[config.mk]
export PLATFORM = sky130hd
export DESIGN_NAME = sar_search
export DESIGN_NICKNAME = d
export VERILOG_FILES = /design/src/rtl/sar_pkg.sv /design/src/rtl/sar_lat_counter.sv /design/src/rtl/sar_search.sv
export SDC_FILE = /design/constraint.sdc
export NUM_CORES = 1
export LEC_CHECK = 0
export ABC_AREA = 1
export CORE_ASPECT_RATIO = 1.2
export CORE_MARGIN = 2
export CORE_UTILIZATION = 55
export DETAILED_ROUTE_END_ITERATION = 8
export PLACE_DENSITY = 0.9
export SLEW_MARGIN = 20
export SYNTH_ARGS = -nofsm -noshare
export SYNTH_HDL_FRONTEND = slang
export SYNTH_SLANG_ARGS = --single-unit
[constraint.sdc]
create_clock -name iClk -period 2.3 [get_ports iClk]
set_input_delay 0.69 -clock iClk [delete_from_list [all_inputs] [get_ports iClk]]
set_output_delay 0.69 -clock iClk [all_outputs]
set_load 0.03 [all_outputs]
[src/rtl/sar_pkg.sv]
// rtl/sar_pkg.sv - shared state encoding and latency counter width for the SAR search
package sar_pkg;

  // Width of the comparator-latency counter; CMP_LAT never exceeds 3.
  localparam int LAT_CNT_W = 2;

  typedef enum logic [1:0] {
    S_IDLE  = 2'd0,
    S_TRIAL = 2'd1,
    S_WAIT  = 2'd2,
    S_DONE  = 2'd3
  } state_e;

endpackage

[src/rtl/sar_lat_counter.sv]
// rtl/sar_lat_counter.sv - loadable down-counter that times the comparator settle window
module sar_lat_counter
  import sar_pkg::*;
(
  input  logic                 iClk,
  input  logic                 iRst_n,
  input  logic                 iLoad,
  input  logic [LAT_CNT_W-1:0] iLoadVal,
  output logic                 oZero
);

  logic [LAT_CNT_W-1:0] cnt_q;

  // Load on entry to WAIT, then count down and rest at zero.
  always_ff @(posedge iClk or negedge iRst_n) begin
    if (!iRst_n) begin
      cnt_q <= '0;
    end else if (iLoad) begin
      cnt_q <= iLoadVal;
    end else if (cnt_q != '0) begin
      cnt_q <= cnt_q - 1'b1;
    end
  end

  assign oZero = (cnt_q == '0);

endmodule

[src/rtl/sar_search.sv]
// rtl/sar_search.sv - successive-approximation search against an external comparator
module sar_search
  import sar_pkg::*;
#(
  parameter int WIDTH   = 4,
  parameter int CMP_LAT = 0
) (
  input  logic             iClk,
  input  logic             iRst_n,
  input  logic             iStart,
  input  logic             iGE,
  output logic [WIDTH-1:0] oCand,
  output logic             oBusy,
  output logic             oDone,
  output logic [WIDTH-1:0] oResult
);

  localparam int IDX_W = (WIDTH > 1) ? $clog2(WIDTH) : 1;
  // WAIT spans CMP_LAT cycles: the counter is loaded with CMP_LAT-1 and WAIT
  // exits on the cycle it reads zero.
  localparam logic [LAT_CNT_W-1:0] LAT_LOAD =
    (CMP_LAT > 0) ? LAT_CNT_W'(CMP_LAT - 1) : '0;

  state_e           state_q, state_d;
  logic [WIDTH-1:0] cand_q, cand_d;
  logic [WIDTH-1:0] result_q, result_d;
  logic [WIDTH-1:0] cand_trial;
  logic [IDX_W-1:0] idx_q, idx_d;
  logic             done_q;
  logic             cnt_load;
  logic             cnt_zero;

  // With CMP_LAT=0 WAIT is never entered and the counter is never loaded.
  sar_lat_counter u_lat_counter (
    .iClk     (iClk),
    .iRst_n   (iRst_n),
    .iLoad    (cnt_load),
    .iLoadVal (LAT_LOAD),
    .oZero    (cnt_zero)
  );

  // Next-state logic: one candidate bit is resolved per TRIAL cycle, MSB first.
  always_comb begin
    state_d    = state_q;
    cand_d     = cand_q;
    idx_d      = idx_q;
    result_d   = result_q;
    cnt_load   = 1'b0;
    cand_trial = cand_q;
    unique case (state_q)
      S_IDLE: begin
        if (iStart) begin
          cand_d = {1'b1, {(WIDTH-1){1'b0}}};
          idx_d  = IDX_W'(WIDTH - 1);
          if (CMP_LAT > 0) begin
            state_d  = S_WAIT;
            cnt_load = 1'b1;
          end else begin
            state_d = S_TRIAL;
          end
        end
      end
      S_WAIT: begin
        if (cnt_zero) state_d = S_TRIAL;
      end
      S_TRIAL: begin
        // The trial bit is already 1, so it simply takes the comparator answer.
        cand_trial[idx_q] = iGE;
        if (idx_q != '0) begin
          cand_trial[idx_q - 1'b1] = 1'b1;
          idx_d = idx_q - 1'b1;
          if (CMP_LAT > 0) begin
            state_d  = S_WAIT;
            cnt_load = 1'b1;
          end
        end else begin
          result_d = cand_trial;
          state_d  = S_DONE;
        end
        cand_d = cand_trial;
      end
      S_DONE: begin
        state_d = S_IDLE;
      end
      default: state_d = S_IDLE;
    endcase
  end

  // State and datapath registers; oDone is the registered echo of the DONE state.
  always_ff @(posedge iClk or negedge iRst_n) begin
    if (!iRst_n) begin
      state_q  <= S_IDLE;
      cand_q   <= '0;
      idx_q    <= '0;
      result_q <= '0;
      done_q   <= 1'b0;
    end else begin
      state_q  <= state_d;
      cand_q   <= cand_d;
      idx_q    <= idx_d;
      result_q <= result_d;
      done_q   <= (state_q == S_DONE);
    end
  end

  assign oCand   = cand_q;
  assign oResult = result_q;
  assign oDone   = done_q;
  assign oBusy   = (state_q == S_TRIAL) || (state_q == S_WAIT);

endmodule

* Yosys cells after proc, flatten, opt, wreduce, memory -nomap -nowiden
Index checks and enable logic that the tools add are counted.
** Storage, ports and cells
- Bits in registers :: 15
- Bits in latches :: 0
- RAM bits :: 0
- Memory bits (read-only) :: 0
- Input port bits :: 4
- Output and inout bits :: 10
- Logic and storage cells :: 48
- Memories kept :: 0
** Operators by class
- Add/subtract/negate cells :: 2
- $mul :: 0
- Divide/modulo/power cells :: 0
- Order comparisons :: 4
- Equal/unequal tests :: 7
- Shift-type cells :: 0
- Mux-type cells :: 15
- Bitwise logic cells :: 2
- Reductions and logical operators :: 12
** Operators with widths (number)
- 2-bit two-way mux :: 5
- 4-bit two-way mux :: 2
- 2-bit != test (second input constant) :: 4
- 2-bit one-hot mux with 4 select lines :: 1
- 4-bit one-hot mux with 2 select lines :: 1
- 2-bit by 3-bit less-than comparator with 1-bit output (second input constant) :: 2
- 3-bit AND reduction :: 2
- 2-bit nonzero test :: 3
- 4-bit bitwise mux :: 1
- 1-bit demux with 2-bit select :: 2
- 2-bit == test (second input constant) :: 2
- 2-bit by 1-bit greater-or-equal comparator with 1-bit output (second input constant) :: 2
- 2-bit zero test :: 2
- 4-bit OR :: 1
- 2-bit one-hot mux with 2 select lines :: 1
- 2-bit AND reduction :: 2
- 2-bit by 1-bit subtractor with 2-bit output (second input constant) :: 2
- 2-bit by 1-bit == test with 1-bit output (second input constant) :: 1
- 1-bit logical AND :: 2
- 1-bit two-way mux :: 2
- 1-bit logical OR :: 1
- 1-bit inverter :: 1

* Depth between registers and ports, before layout
Gate-level depths: netlist of the first run.
- Depth after elaboration :: 8
- Gate-level depth with buffers :: 9
- Depth with buffers taken out :: 9

* By module
From an unflattened synthesis of the first run, not the netlist that was laid out.
** Second synthesis, totals
- Cell total of the unflattened synthesis :: 125
- Area total of the unflattened synthesis :: 992.2 µm²
** By module, submodules not included
- sar_search :: instances 1, cells each 108, area each 872.1 µm²
- sar_lat_counter :: instances 1, cells each 17, area each 120.1 µm²

* Least setup slack after synthesis of the first run
Ideal clock, no wire load.
- Kind :: reg2out
- Start point :: register state_q[0]
- End point :: output port oBusy
- Data arrival time :: 907 ps
- Setup slack :: 703 ps
- Cell stages (with the launch flop) :: 3
- Cell sequence :: dfrtp_1 -> inv_1 -> ha_1
** On the way
- Word-level cells in the longest chain between the ends :: 2
** Ends and longest elaborated chain
- from (decl) :: line sar_search.sv:24 : state_e state_q, state_d;
- from (signal assigned) :: line sar_search.sv:98 : state_q <= state_d;
- 2-bit by 1-bit == test with 1-bit output or 2-bit == test (tied branches) :: line sar_search.sv:109 : assign oBusy = (state_q == S_TRIAL) || (state_q == S_WAIT);
- 1-bit logical OR * :: line sar_search.sv:109
- to (decl) :: line sar_search.sv:13 : output logic oBusy,
Mark *: on every way between the ends. The rest lies on a longest branch, timed or not.

* Worst setup path after layout of the first run
Same ends and word-level chain as after synthesis.

==> results.yml, run 1 <==
status:
  status: "complete, no violations"
timing:
  fin_skew_ps: 2.116
  hold_viol: 0
  min_period_ps: 2191
  maxSlewViolCount: 0
  finalSetupViolations: 0
  fin_tns_setup_ps: 0
  slew_headroom_pct: 56.07
  rsz0062_at_grt: "false"
  worst_pin_slew_ps: 656.9
  fin_crit_sh_pct: 95.26
  max_freq_ghz: 0.4564
critical_path:
  cp_slowest_cell: "dfrtp_1"
  crit_type: "register to output pin"
  critPathMaxFanout: 6
  cp.arrival_ps: 1500
  critPathLaunchType: "register"
  crit_chain: "inv_1 -> ha_1 -> dlygate4sd2_1"
  required_ps: 1610
  max_stage_delay_ps: 450
  end_kind: "output pin"
route:
  drc: 0
  vias: 721
  drt-initial-drc-count: 10
  drtPass1Iterations: 7
  wl_per_cell_um: 10.88
  via_per_inst: 5.007
  finalWirelength_mm: 1.566
  ant_nets: 0
cts:
  clkLatencyLatePin_ps: 290
  cts_buffers: 3
  cts.path.max_buffers: 2
  tritoncts: "built"
  clkTransAtPathRegs_ps: 90
  cts.htree.levels: 1
  cts.hold.buffers_added: 0
  cts-root-buf: "clkbuf_4"
  clock-sinks: 15
power_and_ir_drop:
  total_power_mw: 1.585
  combPwrFrac_pct: 60.6
  power_leakage_nw: 0.5707
  power-per-cell-area_nw_per_um2: 1499
  p_seq_share_pct: 29.9
  p_clk_share_pct: 9.6
  p_switching_uw: 777.6
  ir_drop_mv: 0.8221
  p_int_uw: 807.4
  swShare_pct: 49.06
synthesis:
  synth_edf_count: 0
  yosys.area.top_type_share_pct: 42.61
  yosys-top-cells-count: "nand2_1 (38), inv_1 (16), dfrtp_1 (15), ha_1 (12), nand3_1 (8)"
  synthFlopType: "dfrtp_1"
  ys_seq_area_share_pct: 42.61
  syn_nets: 126
  syn_area_per_cell_um2: 8.008
  synth_area_um2: 880.8
  synth-seq-cells: 15
  synth_cells: 110
  synth.top_cells.by_area: "dfrtp_1 (43%), ha_1 (17%), nand2_1 (16%)"
  yosysWarningCount: 0
  async_flop_share_pct: 100.0
  synth_area_leader_cell: "dfrtp_1"
  synth_cell_types: 14
  synth.most_common_cell: "nand2_1"
global_routing:
  met2_usage_pct: 36.83
  grt_busiest_layer: "met2"
  grt_usage_pct: 20.70
  grt_pass1_wl_mm: 2.622
  grt_pass1_vias: 654
  overflow: 0
  antenna_found_initial: 0
  met3_usage_pct: 2.791
  grtUsageMet1_pct: 21.99
  grt_max_degree: 16
worst_hold_path:
  hp-class: "register to register"
floorplan:
  floorplan.initialDensity_pct: 60.17
  ioPinCount: 14
  die_area_um2: 1939
  die_w_um: 40.53
  die_h_um: 47.84
  coreArea_um2: 1464
  row_count: 15
place:
  gp_congestion: 0.8307
  portBuffers: 13
  dpl.cell_count: 140
  dpl.hpwl_mm: 1.264
layout:
  antenna_cells: 0
  nets: 144
  syn2layout_area_growth_pct: 20.03
  drive_gt1_share_pct: 7.087
  fin_cells: 144
flow_run:
  cap_viol_max_count: 0
-- sequential cells by signal, indices dropped and copies added (netlist names) --
register	cells
state_q	2
oDone	1
u_lat_counter.cnt_q	2
oResult	4
idx_q	2
oCand	4
-- logic make-up (layout without fill, tap and decap cells) --
kind of cell / after synthesis / count (layout) / share of synthesized area [%]
DFF: 15 / 15 / 42.61
buffers and inverters: 18 / 35 / 7.812
AOI/OAI and AO/OA: 7 / 7 / 4.404
and+or+nand+nor: 57 / 57 / 27.13
adders and majority gates: 12 / 12 / 17.05
xor gates and xnor gates: 1 / 1 / 0.9945
-- cell usage in the layout, fill, tap and decap left out --
cell / n
dlygate4sd2_1: 1
a31oi_1: 3
nand2_2: 2
nand3_1: 8
nand2_1: 38
dfrtp_1: 15
nor2_4: 1
o21ai_0: 4
nor2_2: 1
ha_1: 12
nor2_1: 7
clkinv_2: 1
clkdlybuf4s50_1: 12
inv_1: 16
xnor2_1: 1
clkbuf_1: 1
clkbuf_4: 3
inv_2: 1
-- final timing paths --
kind,endpoint,from,depth (start not counted),slack (ps)
max,oBusy,state_q[0],3,110
max reg2reg,oCand[1],state_q[0],8,870
min in group asynchronous,oResult[1],iRst_n,1,800
max in group asynchronous,idx_q[0],iRst_n,1,1080
min,oResult[3],oResult[3],2,480
min reg2reg,oResult[3],oResult[3],2,480
-- what timing repair did --
| item | in CTS | in global routing |
|---|---|---|
| gates resized for setup | 1 | 0 |
| buffers inserted | 0 | 0 |
| setup endpoints to repair | 1 | 0 |
| hold endpoints to repair | 0 | 0 |
-- power groups by stage --
stage / logic, mW / registers, mW / clock network [mW]
detailed placement: 0.979 / 0.481 / 0
floorplan: 0.563 / 0.599 / 0
global route: 1.09 / 0.489 / 0.163
global placement: 0.950 / 0.470 / 0
finish: 0.960 / 0.473 / 0.151
CTS: 0.967 / 0.476 / 0.152
-- per-stage QoR --
| step | setup WS (ps) | util, % | hold slack (ps) | instance area [µm²] |
|---|---|---|---|---|
| 2_1_floorplan | 702.7 | - | 394.4 | 880.8 |
| 3_3_place_gp | 196.0 | 70.51 | 452.8 | 1032 |
| 3_5_place_dp | 137.8 | 70.51 | 465.9 | 1032 |
| 4_1_cts | 99.92 | 72.22 | 486.3 | 1057 |
| 5_1_grt | 49.95 | 72.22 | 514.2 | 1057 |
| 6_report | 109.1 | 72.22 | 480.6 | 1057 |
-- area by class of cell --
class	instances	area, µm²
Clock buffer	4	26.28
Fill cell	120	406.6
Inverter	18	68.82
Multi-Input combinational cell	77	436.7
Sequential cell	15	375.4
Tap cell	17	21.27
Timing Repair Buffer	13	128.9
-- layer usage --
layer / share of wire, % / vias up
met5: 0 / -
met4: 2.9 / 0
met3: 4.0 / 4
met2: 53 / 16
met1: 40 / 330
li1: - / 371
-- worst max-delay path: cells and delay by family (launching register included) --
| kind | cells | cell delay [ps] |
|---|---|---|
| buffers and inverters | 2 | 490 |
| DFF | 1 | 450 |
| adders and majority gates | 1 | 280 |
(Power assumes the default switching activity.)
==> run 2, diff against run 1 <==
CORE_UTILIZATION = 30   (was 55)
PLACE_DENSITY = 0.58   (was 0.9)
==> run 2 against run 1 <==
Critical path depth unchanged. Non-clock buffer count is 2 higher. Clock skew about the same. Setup slack better by 18 ps. Total power increased by 0.78%. Highest routed layer unchanged.
==> results.yml, run 2 (same netlist as run 1, synthesis figures left out) <==
status:
  status: "complete, no violations"
timing:
  hold_viol: 0
  fin_tns_setup_ps: 0
  slew_headroom_pct: 79.41
  maxSlewViolCount: 0
  finalSetupViolations: 0
  fin_crit_sh_pct: 94.48
  worst_pin_slew_ps: 307.9
  rsz0062_at_grt: "false"
  min_period_ps: 2173
  fin_skew_ps: 2.191
  max_freq_ghz: 0.4602
  setup_slack_ps: 126.9
layout:
  nets: 146
  antenna_cells: 0
  final_cell_mix: "nand2_1 (38), inv_1 (16), dfrtp_1 (15)"
  mostFrequentLayoutCell: "nand2_1"
  drive_gt1_share_pct: 8.527
  syn2layout_area_growth_pct: 24.15
  n_fill_cell: 319
cts:
  clock-sinks: 15
  cts.htree.levels: 1
  clkLatencyLatePin_ps: 290
  cts.path.max_buffers: 2
  clkTransAtPathRegs_ps: 90
  tritoncts: "built"
  cts-root-buf: "clkbuf_4"
  cts_buffers: 3
route:
  via_per_inst: 4.258
  highest_layer: "met4"
  drt-met1-wl_um: 728
  met3_length_um: 76
  drc: 0
  vias: 694
  ant_nets: 0
  drt-initial-drc-count: 7
  wl_per_cell_um: 10.06
  wl_met2_um: 822
  finalWirelength_mm: 1.640
  drtPass1Iterations: 2
floorplan:
  ioPinCount: 14
  die_area_um2: 3388
  die_h_um: 63.36
  coreArea_um2: 2785
  floorplan.initialDensity_pct: 31.63
  die_w_um: 53.47
  row_count: 21
place:
  dpl.hpwl_mm: 1.282
  pre_cts_ws_ps: 174.1
  portBuffers: 13
  gp_congestion: 0.8202
flow_run:
  cap_viol_max_count: 0
critical_path:
  critPathLaunchType: "register"
  crit_type: "register to output pin"
  required_ps: 1610
  critPathMaxFanout: 5
  cp.arrival_ps: 1480
  end_kind: "output pin"
global_routing:
  antenna_found_initial: 0
  grt_usage_pct: 11.89
  grt_pass1_wl_mm: 3.015
  grt_pass1_vias: 743
  overflow: 0
  grt_max_degree: 16
power_and_ir_drop:
  p_seq_share_pct: 28.7
  p_int_uw: 819.4
  combPwrFrac_pct: 61.5
  power_leakage_nw: 0.5802
  swShare_pct: 48.70
  p_switching_uw: 777.9
  p_clk_share_pct: 9.8
  ir_drop_mv: 0.7155
  power-per-cell-area_nw_per_um2: 1461
worst_hold_path:
  hp-class: "register to register"
==> run 2: per-layer routing <==
layer / global-route usage (%) / vias up
met5: 0 / -
met4: 3.205 / 0
met3: 4.502 / 4
met2: 20.37 / 13
met1: 13.36 / 303
li1: - / 374
==> run 2: through the flow <==
stage,util [%],hold WS (ps),area [µm²],std cells,total power [mW]
after floorplan,-,394.4,880.8,110,1.161
after global placement,38.36,451.8,1069,159,1.458
after detailed placement,38.36,463.5,1069,159,1.477
after CTS,39.26,476.6,1094,163,1.629
after global routing,39.26,494.5,1094,163,1.779
final,39.26,478.1,1094,163,1.597
==> run 2: what timing repair did <==
item,4_1_cts,5_1_grt
endpoints found under the setup margin,1,0
gates resized for setup,1,0
hold buffers,0,0
buffers inserted,0,0
==> run 2: path summary, 6_finish.rpt <==
| check | cells after the start | end | slack (ps) | start |
|---|---|---|---|---|
| max | 3 | oBusy | 130 | state_q[1] |
| min | 1 | u_lat_counter.cnt_q[0] | 480 | u_lat_counter.cnt_q[0] |
| max reg2reg | 7 | state_q[0] | 860 | idx_q[0] |
| min reg2reg | 1 | u_lat_counter.cnt_q[0] | 480 | u_lat_counter.cnt_q[0] |
| max in group asynchronous | 2 | oDone | 1420 | iRst_n |
| min in group asynchronous | 2 | oResult[3] | 710 | iRst_n |
==> run 2: final cells by class <==
cell class	count	area, µm²	area share (%)
Clock buffer	4	26.28	2.403
Inverter	18	68.82	6.293
Multi-Input combinational cell	77	436.7	39.93
Sequential cell	15	375.4	34.32
Tap cell	34	42.54	3.890
Timing Repair Buffer	15	143.9	13.16
==> run 2: power groups by stage <==
stage / combinational, mW / sequential, mW / clock [mW]
floorplan: 0.563 / 0.599 / 0
global placement: 0.993 / 0.465 / 0
detailed placement: 1.01 / 0.468 / 0
CTS: 1.00 / 0.463 / 0.164
global route: 1.13 / 0.475 / 0.171
finish: 0.982 / 0.458 / 0.156
==> run 2: worst max-delay path, cell delays in order, from the launching register on <==
cell and delay, ps:
dfrtp_1 410, inv_1 110, ha_1 280, dlygate4sd2_1 390
==> run 3, diff against run 2 <==
PLACE_DENSITY = unset   (was 0.58)
==> run 3 against run 2 <==
Clock-buffer cell count unchanged. Via count increased by 0.29%. Sequential share of layout area unchanged. Combinational power fell by 0.4%. Sequential power grew 1%. Global-route usage is 0.81 points lower.
==> results.yml, run 3 (same netlist as run 1, synthesis figures left out) <==
critical_path:
  crit_type: "register to output pin"
  cp.buffers_inverters: 2
  required_ps: 1610
  end_kind: "output pin"
  critPathMaxFanout: 5
  critPathLaunchType: "register"
  cp_slowest_cell: "dfrtp_1"
  cp.arrival_ps: 1460
  max_stage_delay_ps: 420
  path_delay_family: "buffers and inverters"
  crit_chain: "inv_1 -> ha_1 -> dlygate4sd2_1"
route:
  drc: 0
  drtPass1Iterations: 4
  ant_nets: 0
  drt-initial-drc-count: 8
  via_per_inst: 4.270
  finalWirelength_mm: 1.577
  vias: 696
  wl_per_cell_um: 9.675
floorplan:
  row_count: 21
  coreArea_um2: 2785
  die_h_um: 63.36
  die_w_um: 53.47
  floorplan.initialDensity_pct: 31.63
  die_area_um2: 3388
  ioPinCount: 14
status:
  status: "complete, no violations"
timing:
  fin_crit_sh_pct: 93.54
  worst_pin_slew_ps: 306.5
  finalSetupViolations: 0
  maxSlewViolCount: 0
  max_freq_ghz: 0.4648
  min_period_ps: 2151
  fin_skew_ps: 1.834
  slew_headroom_pct: 79.50
  hold_viol: 0
  fin_tns_setup_ps: 0
  rsz0062_at_grt: "false"
global_routing:
  overflow: 0
  grt_usage_pct: 11.08
  antenna_found_initial: 0
  grt_pass1_vias: 655
  met3_usage_pct: 2.370
  grt_pass1_wl_mm: 2.753
  met2_usage_pct: 16.36
  grtUsageMet1_pct: 13.79
  grt_busiest_layer: "met2"
  grt_max_degree: 16
cts:
  cts_setup_buffers: 0
  cts.path.max_buffers: 2
  clkLatencyLatePin_ps: 280
  clock-sinks: 15
  tritoncts: "built"
  cts_buffers: 3
  cts.htree.levels: 1
  clkTransAtPathRegs_ps: 90
  cts-root-buf: "clkbuf_4"
layout:
  drive_gt1_share_pct: 8.527
  final_cell_mix: "nand2_1 (38), inv_1 (16), dfrtp_1 (15)"
  nets: 146
  n_fill_cell: 308
  final_area_um2: 1094
  ff_latch_area_um2: 375.4
  antenna_cells: 0
  multi_input_area_um2: 436.7
  syn2layout_area_growth_pct: 24.15
  mostFrequentLayoutCell: "nand2_1"
place:
  portBuffers: 13
  postPlaceCellArea_um2: 1069
  dpl.hpwl_mm: 1.257
  gp_congestion: 0.7868
power_and_ir_drop:
  ir_drop_mv: 0.9366
  power-per-cell-area_nw_per_um2: 1454
  power_leakage_nw: 0.5802
worst_hold_path:
  hp-class: "register to register"
flow_run:
  cap_viol_max_count: 0
run 3: cell counts in the layout (fill, tap and decap cells not counted):
Identical to the previous run, type by type.
run 3: worst paths after layout:
check                           cells past startpoint  slack [ps]                   start                      to
max in group asynchronous                           2        1400                  iRst_n                oCand[0]
min in group asynchronous                           2         720                  iRst_n              oResult[2]
worst min register to register                      1         470  u_lat_counter.cnt_q[0]  u_lat_counter.cnt_q[0]
worst max register to register                      7         890                idx_q[1]              state_q[0]
worst max-delay path                                3         150              state_q[1]                   oBusy
worst min-delay path                                1         470  u_lat_counter.cnt_q[0]  u_lat_counter.cnt_q[0]
run 3: final cells by class:
type | instances | share of cell area, %
multi-input combinational | 77 | 39.93
inverter | 18 | 6.293
tap | 34 | 3.890
clock buffer | 4 | 2.403
sequential | 15 | 34.32
timing repair buffer | 15 | 13.16
run 3: metal layers:
metal	wire length, µm	part of all wire, %
met5	0	0
met4	17	1.1
met3	88	5.6
met2	729	46
met1	742	47
run 3: stage by stage:
| stage | power (mW) | setup slack [ps] | utilization (%) | hold slack [ps] | instances |
|---|---|---|---|---|---|
| after global placement | 1.456 | 207.6 | 38.36 | 453.9 | 159 |
| after floorplan | 1.161 | 702.7 | - | 394.4 | 110 |
| after global routing | 1.761 | 82.82 | 39.26 | 482.5 | 163 |
| after detailed placement | 1.477 | 178.4 | 38.36 | 459.1 | 159 |
| after CTS | 1.626 | 122.4 | 39.26 | 472.8 | 163 |
| final | 1.590 | 148.5 | 39.26 | 468.5 | 163 |
run 3: where the power goes:
group          internal (mW)  switching, mW  total, mW
clock                 0.0672         0.0816      0.149
combinational          0.376          0.602      0.978
sequential             0.376         0.0870      0.463
total                  0.819          0.770       1.59
run 3: timing repair:
action	CTS	global route
hold buffers	0	0
resized for setup	1	0
endpoints found under the hold margin	0	0
endpoints found under the setup margin	1	0
